<file path="src/rtl/frame_scan_pkg.sv">
// Shared types and defaults for the frame read-side scan sequencer.
package frame_scan_pkg;

  localparam int MAX_OUT_DEF = 4;
  localparam int AW_DEF      = 7;

  typedef enum logic [1:0] {
    ST_IDLE  = 2'd0,
    ST_SCAN  = 2'd1,
    ST_DRAIN = 2'd2,
    ST_DONE  = 2'd3
  } scan_state_e;

  typedef struct packed {
    logic [AW_DEF-1:0] row;
    logic [AW_DEF-1:0] col;
    logic              last;
  } coord_t;

endpackage

</file>
<file path="src/rtl/coord_tag_fifo.sv">
// In-order tag FIFO holding the centre coordinate of every in-flight window read.
module coord_tag_fifo #(
  parameter int DEPTH = 4,
  parameter int W     = 15
) (
  input  logic         clk,
  input  logic         rst_n,
  input  logic         push,
  input  logic [W-1:0] push_data,
  input  logic         pop,
  output logic [W-1:0] head
);

  localparam int PW = $clog2(DEPTH);

  logic [W-1:0] mem [DEPTH];
  logic [PW:0]  wr_q;
  logic [PW:0]  rd_q;
  logic         empty;

  assign empty = (wr_q == rd_q);
  // Show-ahead head reads as zero when nothing is outstanding.
  assign head  = empty ? '0 : mem[rd_q[PW-1:0]];

  always_ff @(posedge clk or negedge rst_n) begin
    if (!rst_n) begin
      wr_q <= '0;
      rd_q <= '0;
    end else begin
      if (push) wr_q <= wr_q + 1'b1;
      if (pop && !empty) rd_q <= rd_q + 1'b1;
    end
  end

  always_ff @(posedge clk) begin
    if (push) mem[wr_q[PW-1:0]] <= push_data;
  end

endmodule

</file>
<file path="src/rtl/frame_scan_ctrl.sv">
// Raster-order read address sequencer with bounded in-flight window reads
// and centre-coordinate tagging of returned windows.
module frame_scan_ctrl
  import frame_scan_pkg::*;
#(
  parameter int MAX_OUT = MAX_OUT_DEF,
  parameter int AW      = AW_DEF
) (
  input  logic          clk,
  input  logic          rst_n,
  input  logic          start,
  input  logic [AW-1:0] cfg_rows,
  input  logic [AW-1:0] cfg_cols,
  input  logic          stall,
  output logic          busy,
  output logic          done,
  output logic [AW-1:0] row_r,
  output logic [AW-1:0] col_r,
  output logic          addr_r_valid,
  input  logic          pixel_r_valid,
  output logic [AW-1:0] win_row,
  output logic [AW-1:0] win_col,
  output logic          win_last,
  output logic          err
);

  localparam int             CW       = $clog2(MAX_OUT) + 1;
  localparam logic [CW-1:0]  CNT_MAX  = CW'(MAX_OUT);
  localparam logic [1:0]     S_IDLE   = 2'(ST_IDLE);
  localparam logic [1:0]     S_SCAN   = 2'(ST_SCAN);
  localparam logic [1:0]     S_DRAIN  = 2'(ST_DRAIN);
  localparam logic [1:0]     S_DONE   = 2'(ST_DONE);

  logic [1:0]    state_q, state_d;
  logic [AW-1:0] rows_q, cols_q;
  logic [AW-1:0] nrow_q, ncol_q;
  logic [CW-1:0] cnt_q, cnt_after;
  logic          empty_frame_q;

  logic          accept, cfg_zero, scanning, ret, issue, iss_last;
  logic [AW-1:0] lim_rows, lim_cols;
  logic [2*AW:0] tag_head;

  assign cfg_zero  = (cfg_rows == '0) || (cfg_cols == '0);
  assign accept    = (state_q == S_IDLE) && start;
  // The accepting edge already issues (0,0), so limits come straight from cfg then.
  assign lim_rows  = accept ? cfg_rows : rows_q;
  assign lim_cols  = accept ? cfg_cols : cols_q;
  assign scanning  = (state_q == S_SCAN) || (accept && !cfg_zero);
  assign ret       = pixel_r_valid && (cnt_q != '0);
  assign cnt_after = cnt_q - CW'(ret);
  assign issue     = scanning && !stall && (cnt_after < CNT_MAX);
  assign iss_last  = (nrow_q == lim_rows - AW'(1)) && (ncol_q == lim_cols - AW'(1));

  always_comb begin
    state_d = state_q;
    case (state_q)
      S_IDLE:  if (start) state_d = cfg_zero ? S_DONE :
                                    (issue && iss_last) ? S_DRAIN : S_SCAN;
      S_SCAN:  if (issue && iss_last) state_d = S_DRAIN;
      S_DRAIN: if (cnt_q == '0) state_d = S_DONE;
      default: state_d = S_IDLE;
    endcase
  end

  always_ff @(posedge clk or negedge rst_n) begin
    if (!rst_n) begin
      state_q       <= S_IDLE;
      rows_q        <= '0;
      cols_q        <= '0;
      nrow_q        <= '0;
      ncol_q        <= '0;
      cnt_q         <= '0;
      empty_frame_q <= 1'b0;
      row_r         <= '0;
      col_r         <= '0;
      addr_r_valid  <= 1'b0;
      err           <= 1'b0;
    end else begin
      state_q      <= state_d;
      addr_r_valid <= issue;
      cnt_q        <= cnt_after + CW'(issue);
      if (pixel_r_valid && (cnt_q == '0)) err <= 1'b1;
      if (accept) begin
        rows_q        <= cfg_rows;
        cols_q        <= cfg_cols;
        empty_frame_q <= cfg_zero;
      end
      if (issue) begin
        row_r <= nrow_q;
        col_r <= ncol_q;
        if (ncol_q == lim_cols - AW'(1)) begin
          ncol_q <= '0;
          nrow_q <= nrow_q + AW'(1);
        end else begin
          ncol_q <= ncol_q + AW'(1);
        end
      end
      if (state_q == S_DONE) begin
        nrow_q <= '0;
        ncol_q <= '0;
      end
    end
  end

  // An empty frame never reaches SCAN, so busy covers its single DONE cycle instead.
  assign busy = (state_q == S_SCAN) || (state_q == S_DRAIN) ||
                ((state_q == S_DONE) && empty_frame_q);
  assign done = (state_q == S_DONE);

  coord_tag_fifo #(
    .DEPTH (MAX_OUT),
    .W     (2*AW+1)
  ) u_tag_fifo (
    .clk       (clk),
    .rst_n     (rst_n),
    .push      (issue),
    .push_data ({nrow_q, ncol_q, iss_last}),
    .pop       (ret),
    .head      (tag_head)
  );

  assign {win_row, win_col, win_last} = tag_head;

endmodule
</file>
<file path="config.mk">
export PLATFORM = sky130hd
export DESIGN_NAME = frame_scan_ctrl
export DESIGN_NICKNAME = d
export VERILOG_FILES = /design/src/rtl/frame_scan_pkg.sv /design/src/rtl/coord_tag_fifo.sv /design/src/rtl/frame_scan_ctrl.sv
export SDC_FILE = /design/constraint.sdc
export NUM_CORES = 1
export LEC_CHECK = 0
export BUFFER_PORTS_ARGS = -buffer_cell sky130_fd_sc_hd__buf_2
export CAP_MARGIN = 30
export CORE_MARGIN = 5
export CORE_UTILIZATION = 55
export CTS_CLUSTER_DIAMETER = 200
export CTS_CLUSTER_SIZE = 16
export DETAILED_ROUTE_END_ITERATION = 8
export HOLD_SLACK_MARGIN = 0.1
export PLACE_DENSITY = 0.85
export SLEW_MARGIN = 15
export SYNTH_ARGS = -nofsm -noshare
export SYNTH_HDL_FRONTEND = slang
export SYNTH_SLANG_ARGS = --single-unit
</file>
<file path="constraint.sdc">
create_clock -name clk -period 3.7 [get_ports clk]
set_clock_uncertainty 0.05 [all_clocks]
set_input_delay 0.74 -clock clk [delete_from_list [all_inputs] [get_ports clk]]
set_output_delay 0.74 -clock clk [all_outputs]
set_load 0.01 [all_outputs]
</file>
==> results.yml, run 1 <==
sta:
  slew_violations: 0
  worst_slew_pin_slew_ns: 0.8403
  rsz0062_at_grt: "no"
  finalCritPeriodShare_pct: 92.62
  layout_setup_ws_ns: 0.2730
  setup_tns_ns: 0
  whs_ns: 0.1324
  final-hold-violation-count: 0
  post-route-min-period_ns: 3.427
  maxSlewHeadroom_pct: 43.86
  setup_viol: 0
  max_freq_ghz: 0.2918
cts:
  htreeDepth: 4
  clock_latency_ns: 0.51
  cts_hold_buffers: 0
  cts_tree: "yes"
  cts_sinks: 116
  root_buffer: "clkbuf_8"
  postCtsSetupBuffers: 0
  path_clk_slew_ns: 0.06
  cts.path.max_buffers: 2
  numCtsBuffers: 17
  cts.repair.resized: 0
critical_path:
  critPathCaptureType: "flop"
  arrival_ns: 3.79
  path_delay_family: "simple AND/OR/NAND/NOR gates"
  startpoint: "state_q[1]$_DFFE_PN0P_"
  crit_path_top_delay_cell: "or4_1"
  critPathMaxStageDelay_ns: 0.60
  r2r_cells: 11
  r2r-end: "nrow_q[4]$_DFFE_PN0P_"
  required_ns: 4.07
  crit_type: "reg -> reg"
  timing.rr.start: "state_q[1]$_DFFE_PN0P_"
  cp-start-kind: "flop"
  crit_chain: "inv_1, ha_1, nand2_2, mux2_2, inv_1, ha_1, o21ai_0, nor4b_2, o21bai_1, or4_1, a21oi_1"
  cp.buffers_inverters: 2
  cp_max_fo: 13
  reg2reg_slack_ns: 0.27
logic_synthesis:
  synthXorXnorAreaFrac_pct: 3.915
  synth_most_common_cell: "edfxtp_1"
  synth_edf_count: 60
  ys.flop_type: "edfxtp_1"
  synth_compound_area_share_pct: 7.694
  ys_seq_area_share_pct: 58.27
  yosys_warnings: 0
  synth_top_area_share_pct: 32.78
  ys_seq_elements: 116
  ys_types: 53
  synth_cells: 413
  postSynthAreaPerCell_um2: 13.31
  synthesis.nets: 449
  synth_area_leaders: "edfxtp_1 (33%), dfrtp_1 (25%), mux4_2 (6.1%)"
  synth_top_family_by_area: "multiplexers"
  yosys.area.top_type: "edfxtp_1"
  post_synth_instance_area_mm2: 0.005497
  synthSimpleGateAreaFrac_pct: 11.36
  async_flop_share_pct: 48.28
  synthAdderAreaFrac_pct: 3.870
  synth_common_cells: "edfxtp_1 (60), dfrtp_1 (56), inv_1 (22), a21oi_1 (20)"
  synth_mux_area_share_pct: 11.70
power_and_ir_drop:
  p_int_w: 0.003436
  p_switching_w: 0.001755
  power_density_mw_per_mm2: 798.6
  vdd_ir_drop_max_uv: 575.3
  switching_share_pct: 33.81
  combPwrFrac_pct: 34.9
  p_clk_share_pct: 30.7
  pwr-share-seq_pct: 34.4
  power.leakage_nw: 2.835
place:
  placed_cell_area_mm2: 0.005917
  gp_congestion: 0.9309
  port_buffers: 51
  place_ws_ns: 0.1628
  hpwl_um: 7623
floorplanning:
  rows: 36
  dieArea_mm2: 0.01209
  start_util_pct: 56.23
  die_x_um: 110.0
  core_area_mm2: 0.009774
  fp.dieH_um: 110.0
  io_pins: 52
cells_and_area:
  syn_to_final_growth_pct: 18.26
  final_area_mm2: 0.006500
  nets: 512
  antennaDiodeCount: 0
  final_core_util_pct: 66.50
  nFillCells: 706
  layout-drive-gt1-share_pct: 27.61
grt:
  grt_pass1_wl_um: 19230
  grt-ovfl-total: 0
  globalRouteTotalUtil_pct: 21.06
  antenna_found_initial: 0
  grt_max_degree: 37
  grt_pass1_vias: 3721
status:
  status: "complete, no violations"
min_path:
  hold_class: "in -> async"
routing:
  via_per_inst: 5.797
  drc_errors: 0
  vias: 3606
  drt_pre_antenna_iters: 4
  wire_per_inst_um: 18.38
  ant_nets: 0
  drt-initial-drc-count: 255
  wirelength_um: 11430
run:
  max_cap_violations: 0
==> stage by stage <==
stage,std cells,total power (W)
2_1_floorplan,413,0.003103
3_3_place_gp,590,0.003526
3_5_place_dp,590,0.003614
4_1_cts,622,0.005225
5_1_grt,622,0.005527
6_report,622,0.005191
==> routing by layer <==
metal / vias to the layer above / GRT usage [%] / wire (um)
li1: 1664 / - / -
met4: 0 / 5.610 / 126
met2: 98 / 36.01 / 5961
met1: 1830 / 27.41 / 4825
met3: 14 / 4.485 / 518
met5: - / 0 / 0
==> cell type report <==
type                       instances  area [um^2]  area share (%)
clock buffer                      18        417.9           6.429
clock inverter                    14        162.7           2.502
inverter                          23        86.33           1.328
multi-input combinational        256         2126           32.70
sequential                       116         3203           49.28
tap                              133        166.4           2.560
timing repair buffer              62        337.8           5.197
==> sequential cells by signal (all words and copies together) (netlist names), 2 cells and up <==
| register | flops |
|---|---|
| cols_q | 7 |
| ncol_q | 7 |
| u_tag_fifo.rd_q | 3 |
| nrow_q | 7 |
| rows_q | 7 |
| cnt_q | 3 |
| row_r | 7 |
| col_r | 7 |
| u_tag_fifo.mem | 60 |
| state_q | 2 |
| u_tag_fifo.wr_q | 3 |
==> how the worst max path moves through the flow <==
stage	to	slack [ns]	cells past startpoint
global route	nrow_q[3]$_DFFE_PN0P_	0.13	12
global placement	nrow_q[3]$_DFFE_PN0P_	0.32	11
finish	nrow_q[4]$_DFFE_PN0P_	0.27	11
detailed placement	nrow_q[4]$_DFFE_PN0P_	0.16	11
floorplan	nrow_q[2]$_DFFE_PN0P_	0.54	12
CTS	nrow_q[4]$_DFFE_PN0P_	0.16	12
==> cell families (layout without fill, tap and decap cells) <==
family,after synthesis,after routing
AO/OA/AOI/OAI,66,66
XOR/XNOR,23,23
adder cells (fa/ha/maj),17,17
buffers and inverters,41,117
flip-flops,116,116
multiplexers,43,43
AND/OR/NAND/NOR,107,107
==> layout by cell type, fill, tap and decap left out, types with 10 or more instances in the layout <==
| master | n |
|---|---|
| inv_1 | 22 |
| buf_4 | 11 |
| xor2_1 | 14 |
| nand2_1 | 18 |
| clkbuf_16 | 16 |
| nor3_1 | 10 |
| o21ai_0 | 11 |
| a21oi_1 | 20 |
| or3_1 | 10 |
| nor2b_1 | 18 |
| mux4_2 | 15 |
| dfrtp_1 | 56 |
| mux2_2 | 19 |
| edfxtp_1 | 60 |
| ha_1 | 17 |
| buf_2 | 51 |
==> power by group through the flow <==
stage	Clock [W]	Combinational [W]	Sequential (W)
after global routing	0.00168	0.00202	0.00182
after floorplan	0	0.00137	0.00173
final	0.00160	0.00181	0.00179
after global placement	0	0.00174	0.00179
after CTS	0.00161	0.00183	0.00179
after detailed placement	0	0.00181	0.00181
(Power assumes the default switching activity.)
==> run 2: changes to the inputs <==
--- a/config.mk
+++ b/config.mk
@@ -7,6 +7,7 @@
 export LEC_CHECK = 0
 export BUFFER_PORTS_ARGS = -buffer_cell sky130_fd_sc_hd__buf_2
 export CAP_MARGIN = 30
+export CORE_ASPECT_RATIO = 0.6
 export CORE_MARGIN = 5
 export CORE_UTILIZATION = 55
 export CTS_CLUSTER_DIAMETER = 200
==> run 2 against run 1 <==
  * Register-to-register slack about the same
  * Die area increased by 0.54%
  * Final area rose by 0.48%
  * Sequential power barely moved
  * Critical path type unchanged
  * Maximum frequency rose by 0.18%
  * Wire length grew 3.9%
  * Clock-buffer cell count grew 1
  * Critical endpoint is now nrow_q[5]$_DFFE_PN0P_
  * Non-clock buffer count grew 4
  * Sequential share of layout area is 0.24 points lower
  * Critical path depth increased by 1
==> results.yml, run 2 (synthesized netlist as in run 1, its figures left out) <==
place:
  gp_congestion: 0.9158
  port_buffers: 51
  hpwl_um: 7779
  place_inst: 595
grt:
  grt_util_met3_pct: 6.528
  grt_use_met1_pct: 27.82
  grt_pass1_wl_um: 18890
  antenna_found_initial: 0
  grt-ovfl-total: 0
  globalRouteTotalUtil_pct: 20.49
  use_met2_pct: 32.23
  grt_pass1_vias: 3626
  gr-max-usage-layer: "met2"
  grt_max_degree: 44
cells_and_area:
  antennaDiodeCount: 0
  final_cells: 628
  final_cell_mix: "edfxtp_1 (60), dfrtp_1 (56), buf_2 (51), inv_1 (22), a21oi_1 (20)"
  nets: 516
  nFillCells: 710
  regArea_mm2: 0.003203
  final_common_cell: "edfxtp_1"
  largest_reg_flops: 60
  syn_to_final_growth_pct: 18.83
  layout-drive-gt1-share_pct: 28.19
  multi_input_area_mm2: 0.002126
critical_path:
  crit_end: "nrow_q[5]$_DFFE_PN0P_"
  critPathMaxStageDelay_ns: 0.61
  cp_max_fo: 13
  timing.rr.start: "state_q[1]$_DFFE_PN0P_"
  crit_chain: "inv_1, ha_1, nand2_2, mux2_2, inv_1, ha_1, xor2_1, a21oi_1, nand4b_1, o21bai_1, or4_1, a21oi_1"
  startpoint: "state_q[1]$_DFFE_PN0P_"
  crit_type: "reg -> reg"
  critPathCaptureType: "flop"
  required_ns: 3.97
  reg2reg_slack_ns: 0.28
  cp-start-kind: "flop"
  arrival_ns: 3.69
  crit_path_top_delay_cell: "or4_1"
  r2r-end: "nrow_q[5]$_DFFE_PN0P_"
  r2r_cells: 12
routing:
  ant_nets: 0
  wirelength_um: 11870
  vias: 3675
  drt-initial-drc-count: 276
  wire_per_inst_um: 18.91
  drt_pre_antenna_iters: 5
  via_per_inst: 5.852
  drc_errors: 0
floorplanning:
  rows: 28
  die_x_um: 139.1
  dieArea_mm2: 0.01216
  io_pins: 52
  start_util_pct: 56.03
  fp.dieH_um: 87.44
  core_area_mm2: 0.009809
cts:
  cts_hold_buffers: 0
  numCtsBuffers: 17
  postCtsSetupBuffers: 0
  path_clk_slew_ns: 0.06
  cts_tree: "yes"
  htreeDepth: 4
  cts.path.max_buffers: 2
  root_buffer: "clkbuf_16"
  cts_sinks: 116
  clock_latency_ns: 0.41
sta:
  maxSlewHeadroom_pct: 43.83
  setup_viol: 0
  final-hold-violation-count: 0
  setup_tns_ns: 0
  max_freq_ghz: 0.2923
  finalCritPeriodShare_pct: 92.46
  worst_slew_pin_slew_ns: 0.8426
  whs_ns: 0.2312
  slew_violations: 0
  rsz0062_at_grt: "no"
  post-route-min-period_ns: 3.421
power_and_ir_drop:
  power_density_mw_per_mm2: 800.3
  vdd_ir_drop_max_uv: 567.1
  total_power_w: 0.005227
  power.leakage_nw: 2.854
run:
  max_cap_violations: 0
min_path:
  hold_class: "in -> async"
status:
  status: "complete, no violations"
## run 2: metrics by stage
| step | instance area [um^2] | utilization (%) | setup slack [ns] |
|---|---|---|---|
| floorplan | 5497 | - | 0.5402 |
| detailed placement | 5942 | 60.57 | 0.2717 |
| global placement | 5942 | 60.57 | 0.3949 |
| CTS | 6509 | 66.35 | 0.2174 |
| global route | 6531 | 66.58 | 0.07367 |
| finish | 6531 | 66.58 | 0.2790 |
## run 2: power breakdown
group | total, W | internal [W] | switching (W)
logic | 0.00187 | 0.000839 | 0.00103
clock network | 0.00157 | 0.000985 | 0.000580
registers | 0.00179 | 0.00160 | 0.000191
total | 0.00523 | 0.00342 | 0.00180
## run 2: how the worst min path moves through the flow
| stage | depth (start not counted) | slack [ns] | end |
|---|---|---|---|
| finish | 1 | 0.23 | cols_q[1]$_DFF_PN0_ |
| global placement | 1 | 0.39 | err$_DFFE_PN0P_ |
| global route | 1 | 0.26 | row_r[1]$_DFFE_PN0P_ |
| detailed placement | 1 | 0.39 | err$_DFFE_PN0P_ |
| CTS | 1 | 0.42 | err$_DFFE_PN0P_ |
| floorplan | 0 | 0.39 | addr_r_valid$_DFF_PN0_ |
## run 2: area by class of cell
| type | count | share of cell area (%) |
|---|---|---|
| inverters | 23 | 1.322 |
| repair buffers | 66 | 5.824 |
| clock buffers | 19 | 6.628 |
| well taps | 135 | 2.586 |
| clock inverters | 13 | 2.050 |
| flip-flops and latches | 116 | 49.04 |
| multi-input cells | 256 | 32.55 |
## run 2: routing by layer
metal / up-vias / part of all wire (%)
li1: 1681 / -
met1: 1795 / 45
met2: 190 / 46
met3: 9 / 8.5
met4: 0 / 0.67
met5: - / 0
## run 2: what timing repair did
item,CTS,global route
gates resized for setup,0,1
hold endpoints to repair,0,0
setup endpoints to repair,0,2
## run 2: critical path: cells and delay by family (launching register included)
kind / cells / cell delay, ns
AO/OA/AOI/OAI: 3 / 0.63
XOR/XNOR: 1 / 0.20
adder cells (fa/ha/maj): 2 / 0.43
buffers and inverters: 2 / 0.19
flip-flops: 1 / 0.42
multiplexers: 1 / 0.39
AND/OR/NAND/NOR: 3 / 1.01
